**config.mk**
```make
export PLATFORM = sky130hd
export DESIGN_NAME = dezigzag_reorder_flat
export DESIGN_NICKNAME = d
export VERILOG_FILES = /design/src/rtl/dezigzag_reorder_if.sv /design/src/rtl/dezigzag_reorder.sv /design/src/flat_wrapper.sv
export SDC_FILE = /design/constraint.sdc
export NUM_CORES = 2
export LEC_CHECK = 0
export CAP_MARGIN = 20
export CORE_MARGIN = 2
export CORE_UTILIZATION = 25
export CTS_CLUSTER_DIAMETER = 200
export DETAILED_ROUTE_END_ITERATION = 7
export HOLD_SLACK_MARGIN = 0.03
export PLACE_DENSITY = 0.39
export SETUP_SLACK_MARGIN = 0.02
export SLEW_MARGIN = 40
export SYNTH_ARGS = -nofsm -noshare
export SYNTH_HDL_FRONTEND = slang
export SYNTH_SLANG_ARGS = --single-unit
```
**constraint.sdc**
```tcl
create_clock -name clk_i -period 3.4 [get_ports clk_i]
set_input_delay 0.51 -clock clk_i [delete_from_list [all_inputs] [get_ports clk_i]]
set_output_delay 0.51 -clock clk_i [all_outputs]
set_load 0.03 [all_outputs]
```
**src/rtl/dezigzag_reorder_if.sv**
```systemverilog
// axi4_stream_if: minimal AXI4-Stream bundle (tdata/tvalid/tready/tlast) with master/slave views.
interface axi4_stream_if #(
   parameter int DATA_WIDTH = 16
);
   logic [DATA_WIDTH-1:0] tdata;
   logic                  tvalid;
   logic                  tready;
   logic                  tlast;
   modport master (output tdata, output tvalid, output tlast, input tready);
   modport slave (input tdata, input tvalid, input tlast, output tready);
endinterface

```
**src/rtl/dezigzag_reorder.sv**
```systemverilog
// dezigzag_reorder: zigzag-ordered coefficient blocks in, row-major blocks out, via ping-pong block RAMs.
module dezigzag_reorder #(
   parameter int COEF_WIDTH  = 12,
   parameter int MAT_SIZE    = 8,
   parameter int TDATA_WIDTH = 16
) (
   input  logic         clk_i,
   input  logic         rst_i,
   axi4_stream_if.slave video_i,
   axi4_stream_if.master video_o,
   output logic         protocol_err_o
);
   localparam int N2 = MAT_SIZE * MAT_SIZE;
   localparam int AW = $clog2(N2);
   localparam int IW = $clog2(MAT_SIZE);
   localparam logic [IW-1:0] EDGE = IW'(MAT_SIZE - 1);
   localparam logic [AW-1:0] LAST = AW'(N2 - 1);

   logic [COEF_WIDTH-1:0] mem [2][N2];
   logic [IW-1:0]         row, col, row_n, col_n;
   logic                  up, up_n;
   logic [AW-1:0]         cnt, rd_addr, wr_addr;
   logic [1:0]            full;
   logic                  wr_bank, rd_bank;
   logic [COEF_WIDTH:0]   fifo [2];
   logic                  wp, rp;
   logic [1:0]            fcnt;
   logic                  in_fire, blk_end, pop, issue;

   assign video_i.tready = !full[wr_bank] && !rst_i;
   assign in_fire        = video_i.tvalid && video_i.tready;
   assign blk_end        = cnt == LAST;
   assign wr_addr        = AW'(row * MAT_SIZE + col);
   assign pop            = video_o.tvalid && video_o.tready;
   // The RAM read lands directly in a FIFO slot, so a slot freed this cycle can be refilled.
   assign issue          = full[rd_bank] && (fcnt != 2'd2 || pop);
   assign video_o.tvalid = fcnt != 2'd0;
   assign video_o.tdata  = TDATA_WIDTH'(fifo[rp][COEF_WIDTH-1:0]);
   assign video_o.tlast  = fifo[rp][COEF_WIDTH];

   always_comb begin
      row_n = row;
      col_n = col;
      up_n  = up;
      if (up) begin
         if (col == EDGE) begin
            row_n = row + 1'b1;
            up_n  = 1'b0;
         end else if (row == '0) begin
            col_n = col + 1'b1;
            up_n  = 1'b0;
         end else begin
            row_n = row - 1'b1;
            col_n = col + 1'b1;
         end
      end else begin
         if (row == EDGE) begin
            col_n = col + 1'b1;
            up_n  = 1'b1;
         end else if (col == '0) begin
            row_n = row + 1'b1;
            up_n  = 1'b1;
         end else begin
            row_n = row + 1'b1;
            col_n = col - 1'b1;
         end
      end
   end

   always_ff @(posedge clk_i) if (in_fire) mem[wr_bank][wr_addr] <= video_i.tdata[COEF_WIDTH-1:0];

   always_ff @(posedge clk_i or posedge rst_i) begin
      if (rst_i) begin
         row            <= '0;
         col            <= '0;
         up             <= 1'b1;
         cnt            <= '0;
         full           <= '0;
         wr_bank        <= 1'b0;
         rd_bank        <= 1'b0;
         rd_addr        <= '0;
         wp             <= 1'b0;
         rp             <= 1'b0;
         fcnt           <= '0;
         fifo[0]        <= '0;
         fifo[1]        <= '0;
         protocol_err_o <= 1'b0;
      end else begin
         if (in_fire) begin
            if (video_i.tlast != blk_end) protocol_err_o <= 1'b1;
            row <= blk_end ? '0 : row_n;
            col <= blk_end ? '0 : col_n;
            up  <= blk_end | up_n;
            cnt <= blk_end ? '0 : cnt + 1'b1;
            if (blk_end) begin
               full[wr_bank] <= 1'b1;
               wr_bank       <= !wr_bank;
            end
         end
         // Clear is written after set so it wins if both ever hit the same flag.
         if (issue) begin
            fifo[wp] <= {rd_addr == LAST, mem[rd_bank][rd_addr]};
            wp       <= !wp;
            rd_addr  <= (rd_addr == LAST) ? '0 : rd_addr + 1'b1;
            if (rd_addr == LAST) begin
               full[rd_bank] <= 1'b0;
               rd_bank       <= !rd_bank;
            end
         end
         if (pop) rp <= !rp;
         fcnt <= fcnt + {1'b0, issue} - {1'b0, pop};
      end
   end
endmodule

```
**src/flat_wrapper.sv**
```systemverilog
// flat-port wrapper written by rule: the top's interface ports become plain ports
module dezigzag_reorder_flat 
#(
   parameter int COEF_WIDTH  = 12,
   parameter int MAT_SIZE    = 8,
   parameter int TDATA_WIDTH = 16
)
  (clk_i, rst_i, protocol_err_o, video_i_tdata, video_i_tvalid, video_i_tlast, video_i_tready, video_o_tdata, video_o_tvalid, video_o_tlast, video_o_tready);
  axi4_stream_if #(.DATA_WIDTH((16))) video_i_i ();
  axi4_stream_if #(.DATA_WIDTH((16))) video_o_i ();
  input  logic clk_i;
  input  logic rst_i;
  output logic protocol_err_o;
  input wire logic [$bits(video_i_i.tdata)-1:0] video_i_tdata;
  input wire logic [$bits(video_i_i.tvalid)-1:0] video_i_tvalid;
  input wire logic [$bits(video_i_i.tlast)-1:0] video_i_tlast;
  output wire logic [$bits(video_i_i.tready)-1:0] video_i_tready;
  output wire logic [$bits(video_o_i.tdata)-1:0] video_o_tdata;
  output wire logic [$bits(video_o_i.tvalid)-1:0] video_o_tvalid;
  output wire logic [$bits(video_o_i.tlast)-1:0] video_o_tlast;
  input wire logic [$bits(video_o_i.tready)-1:0] video_o_tready;
  assign video_i_i.tdata = video_i_tdata;
  assign video_i_i.tvalid = video_i_tvalid;
  assign video_i_i.tlast = video_i_tlast;
  assign video_i_tready = video_i_i.tready;
  assign video_o_tdata = video_o_i.tdata;
  assign video_o_tvalid = video_o_i.tvalid;
  assign video_o_tlast = video_o_i.tlast;
  assign video_o_i.tready = video_o_tready;
  dezigzag_reorder #(.COEF_WIDTH(COEF_WIDTH), .MAT_SIZE(MAT_SIZE), .TDATA_WIDTH(TDATA_WIDTH)) u_core (.clk_i(clk_i), .rst_i(rst_i), .video_i(video_i_i), .video_o(video_o_i), .protocol_err_o(protocol_err_o));
endmodule
```
# == Word level (Yosys, flattened, before mapping) ==
# Memory sizes are Yosys's and may differ from the RTL's.
# Cells that the tools add are included.
# op_classes
n_addsub,9
magnitude_cmp,10
eq_ne,10
muxes,42
bitwise_logic,8
n_reduce_logical,23
# op_table
op,n
$mux W768,1
$bmux W12 S6,1
$demux W12 S6,1
$mux W13,4
$mux W12,3
$mux W3,10
$bwmux W26,1
$ge A7 B7 Y1 const B,2
$not A6 Y7,2
$demux W13 S1,1
$add A6 B1 Y6 const B,2
$eq A6 B6 Y1 const B,2
$mux W1,12
$mux W6,2
$logic_and A1 B1 Y1,8
$mux W2,4
$lt A7 B1 Y1 const B,1
$add A3 B1 Y3 const B,2
$add A6 B3 Y6,1
$eq A3 B3 Y1 const B,2
$logic_not A1 Y1,6
$logic_not A3 Y1,2
$reduce_and A2 Y1,3
$reduce_and A3 Y1,2
other kinds (21),27
# word_totals
regBits,54
ramBits,1536
out_inout_bits,20
word_cells,117
memories,1
# memory_table
memory,words,width,rd,rd_clocked_by_memory_dff,write_ports,line_no,text
u_core.mem,2,768,1,0,1,dezigzag_reorder.sv:19,logic [COEF_WIDTH-1:0] mem [2][N2];

# == Longest topological paths before layout ==
# logic_depth
depth_word,10
mapped_depth,11
mapped_depth_nobuf,7

# == Worst setup path before layout ==
# OpenSTA, ideal clock, no wires.
# synth_path
path_kind,input to register
startpoint,input port rst_i
endpoint,memory u_core.mem[0][156] (netlist name) (enable)
setup_time_ns,0.380
t_arrival_ns,3.037
t_required_ns,3.020
setup_slack_ns,-0.017
path_stages,7
path_buffers,3
cell_sequence,a211oi_1 nand2_1 clkbuf_1 or4_1 clkbuf_1 clkbuf_1 nor2_1
# synth_between
elab_chain_len,5
# synth_lines
item,line_no,text
start: declaration,flat_wrapper.sv:12,input logic rst_i;
$logic_not A1 Y1,dezigzag_reorder.sv:30,assign video_i.tready = !full[wr_bank] && !rst_i;
$logic_and A1 B1 Y1,dezigzag_reorder.sv:30,
$logic_and A1 B1 Y1,dezigzag_reorder.sv:31,assign in_fire = video_i.tvalid && video_i.tready;
$mux W1,dezigzag_reorder.sv:70,always_ff @(posedge clk_i) if (in_fire) mem[wr_bank][wr_addr] <= video_i.tdata[COEF_WIDTH-1:0];
$mux W768 (implied by the code),dezigzag_reorder.sv:70,
end: declaration,dezigzag_reorder.sv:19,
# No other way between the ends.

# == Worst setup path after layout ==
# layout_path
startpoint,register u_core.rd_bank
endpoint,register u_core.fifo[22] (netlist name)
# layout_between
elab_chain_len,5
elab_cells_between_ends,8
classes_between,mux (6); reduce/logical (1); memory (1)
# layout_lines
item,line_no,text
start: declaration,dezigzag_reorder.sv:24,"logic wr_bank, rd_bank;"
start signal: assignment,dezigzag_reorder.sv:107,rd_bank <= !rd_bank;
$mem_v2 Z2 W768,n/a,
$bmux W12 S6,dezigzag_reorder.sv:102,"fifo[wp] <= {rd_addr == LAST, mem[rd_bank][rd_addr]};"
$mux W12 (implied by the code) (2 in series),dezigzag_reorder.sv:102,
$bwmux W26,dezigzag_reorder.sv:102,
end signal: indexed assignment,dezigzag_reorder.sv:102,
end: declaration,dezigzag_reorder.sv:25,logic [COEF_WIDTH:0] fifo [2];
# Parallel ways exist; a longest one is shown, timed or not. The select of a mux whose other input is x is not followed.
# A chain may end at the register's enable or synchronous reset.

==> flow_summary.toml <==
[worst_setup_path]
end_kind = "flop"
crit_chain = "buf_12 -> buf_12 -> buf_4 -> mux2_2 -> o22ai_1 -> nor4_1 -> nor4_1 -> buf_4 -> a32oi_1 -> mux2_2"
reg2reg_slack_ns = 0.1
start_kind = "flop"
critical_path_class = "reg -> reg"
cp_top_family = "buffers and inverters"
worstPathArrival_ns = 3.98
max_stage_delay_ns = 0.60
slowest_stage = "dfrtp_4"
crit_buf_inv = 4
worstPathMaxFanout = 22
required_ns = 4.08

[timing]
fin_setup_tns_ns = 0
slew_headroom = 0.415
worst_pin_slew_ns = 0.871
clock_skew_ns = 0.0507
finalHoldViolations = 0
post-route-min-period_ns = 3.30
timing.final.ws_setup_ns = 0.0987
finalMaxSlewViolations = 0
fin_crit_sh = 0.971
grt_setup_unrepaired = "false"
finalSetupViolations = 0
fmax_ghz = 0.303

[cts]
cts-root-buf = "clkbuf_16"
clkTransAtPathRegs_ns = 0.06
htreeDepth = 4
cts_buffers = 179
cts_max_path_buffers = 3
cts.sinks = 1590
tritoncts = "yes"
insertion_delay_ns = 0.82

[placement]
numPlacedInstances = 6689
place.gp.congestion = 0.790
portBuffers = 32
placed_area_mm2 = 0.0699
hpwl_um = 113000
dp_slack_ns = -0.0365

[power_and_ir_drop]
pwr-share-comb = 0.137
power_frac_clock = 0.391
power_density_mw_per_mm2 = 621
power.internal_mw = 34.6
p_sw_mw = 12.3
swShare = 0.262
leakage_nw = 23.4
p_seq_frac = 0.472
irDropWorstVdd_mv = 0.395

[drt]
first_pass_iters = 7
drt-wirelength-per-cell_um = 25.8
drc = 0
routed_via_density = 4.45
ant_nets = 0
drt-total-wl_um = 182000
via_count = 31300
drt_iter0_drc = 2228

[yosys]
avgSynthCellArea_um2 = 19.7
synthFlopType = "edfxtp_1"
synth_cells = 3149
synth-edff-count = 1536
synth.distinct_cells = 50
async_flop_share = 0.0340
synth-seq-area-share = 0.764
ys_ff_latch = 1590
syn_area_mm2 = 0.0622
yosysWarnings = 0

[grt]
grt_pass1_vias = 32600
antenna_found_initial = 6
grt_usage = 0.143
grt_first_pass_wirelength_um = 255000
grt_start_max_net_pins = 77
overflow = 0

[floorplan]
pin_count = 41
coreArea_mm2 = 0.248
die_y_um = 503
num_rows = 183
die-area_mm2 = 0.253
dieWidth_um = 503
start_util = 0.251

[cells_and_area]
drive_above_1_share = 0.288
layout_commonest_cell = "edfxtp_1"
fin_nets = 3577
layout_common_cells = "edfxtp_1 (1,536), buf_4 (264), mux4_2 (240)"
fin_util = 0.305
register_area_mm2 = 0.0475
instances_no_fill = 7029
multi_input_area_mm2 = 0.0137
syn2layout_area_growth_pct = 21.6
final_area_mm2 = 0.0755
n_fill_cell = 24200

[status]
status = "completed"

[run]
maxCapViolations = 0

[min_path]
hp-class = "in -> reg"
-- kinds of logic after synthesis --
| logic type | share of synthesized area |
|---|---|
| other | 0.0000603 |
| XOR/XNOR | 0.00183 |
| multiplexers | 0.138 |
| AND/OR/NAND/NOR | 0.0318 |
| AO/OA/AOI/OAI | 0.0458 |
| buffers and inverters | 0.0163 |
| adder cells (fa/ha/maj) | 0.00242 |
| flip-flops | 0.764 |
-- cell usage after synthesis, types with 2 or more instances --
library cell	instances	area, um2
a211o_1	36	315
a211oi_1	109	818
a21oi_1	6	30.0
a22o_1	24	210
a22oi_1	25	188
a311oi_1	12	105
a31oi_1	2	12.5
a32o_1	2	20.0
a32oi_1	12	105
and2_0	2	12.5
and2_1	2	12.5
and3_1	2	12.5
buf_1	7	26.3
buf_2	62	310
buf_4	31	233
buf_6	5	56.3
clkbuf_1	93	349
dfrtp_1	53	1330
edfxtp_1	1536	46100
ha_1	12	150
inv_1	11	41.3
mux2_2	172	1940
mux2i_1	122	1220
mux4_2	240	5410
nand2_1	45	169
nand2b_1	17	106
nand3_1	24	120
nand3b_1	2	15.0
nand4_1	5	31.3
nor2_1	156	586
nor2b_1	78	488
nor3_1	26	130
nor3b_1	3	22.5
nor4_1	24	150
o21ai_0	31	155
o221ai_1	24	210
o22ai_1	85	532
o31ai_1	2	15.0
o41ai_1	12	105
or2_2	15	93.8
or4_1	2	15.0
xnor2_1	8	70.1
xor2_1	5	43.8
-- final timing paths --
path,start,to,cells after the start
max,u_core.rd_bank,u_core.fifo[22],10
max reg2reg,u_core.rd_bank,u_core.fifo[22],10
min,video_i_tdata[3],u_core.mem[1][579],1
min in group asynchronous,rst_i,u_core.rd_addr[2],2
max in group asynchronous,rst_i,u_core.rd_addr[0],3
min reg2reg,u_core.cnt[2],u_core.cnt[2],1
-- sequential cells by signal, indices dropped and copies added, names as in the netlist --
signal,count
u_core.mem,1536
u_core.fifo,26
u_core.cnt,6
u_core.rd_addr,6
u_core.col,3
u_core.row,3
u_core.fcnt,2
u_core.full,2
u_core.protocol_err_o,1
u_core.rd_bank,1
u_core.rp,1
u_core.up,1
u_core.wp,1
u_core.wr_bank,1
-- final cells by class --
| class | count | share of cell area |
|---|---|---|
| Tap cell | 3330 | 0.0552 |
| Clock inverter | 92 | 0.0108 |
| Sequential cell | 1590 | 0.629 |
| Multi-Input combinational cell | 1353 | 0.182 |
| Clock buffer | 238 | 0.0625 |
| Inverter | 11 | 0.000547 |
| Timing Repair Buffer | 409 | 0.0606 |
| Antenna cell | 6 | 0.000199 |
-- stage by stage --
stage	total power [mW]	hold WS, ns
2_1_floorplan	25.8	0.451
3_3_place_gp	29.2	0.476
3_5_place_dp	29.2	0.479
4_1_cts	47.8	0.0781
5_1_grt	48.8	0.0859
6_report	46.9	0.116
-- power by group through the flow --
stage	Sequential [mW]	Combinational [mW]	Clock, mW
finish	22.1	6.43	18.4
global route	22.2	6.88	19.7
CTS	22.1	6.65	19.0
detailed placement	22.6	6.59	0
global placement	22.6	6.59	0
floorplan	22.3	3.46	0
-- worst reg2reg max path, delay by kind of cell, from the launching register on --
kind                   cells  cell delay (ns)
buffers and inverters      4             0.89
flip-flops                 1             0.60
AND/OR/NAND/NOR            2             0.59
AO/OA/AOI/OAI              2             0.44
multiplexers               2             0.64
-- routing by layer --
layer | vias up | part of all wire | GRT usage
met4 | 2 | 0.019 | 0.0337
met1 | 16700 | 0.46 | 0.199
li1 | 13800 | - | -
met3 | 191 | 0.039 | 0.0239
met5 | - | 0.000072 | 0
met2 | 563 | 0.48 | 0.233
-- repair_timing --
action,4_1_cts,5_1_grt
hold buffers,0,1
setup endpoints to repair,15,4
setup buffers,1,0
hold endpoints to repair,0,16
resized for setup,2,2
No activity file was read; power rests on OpenSTA's default activity.
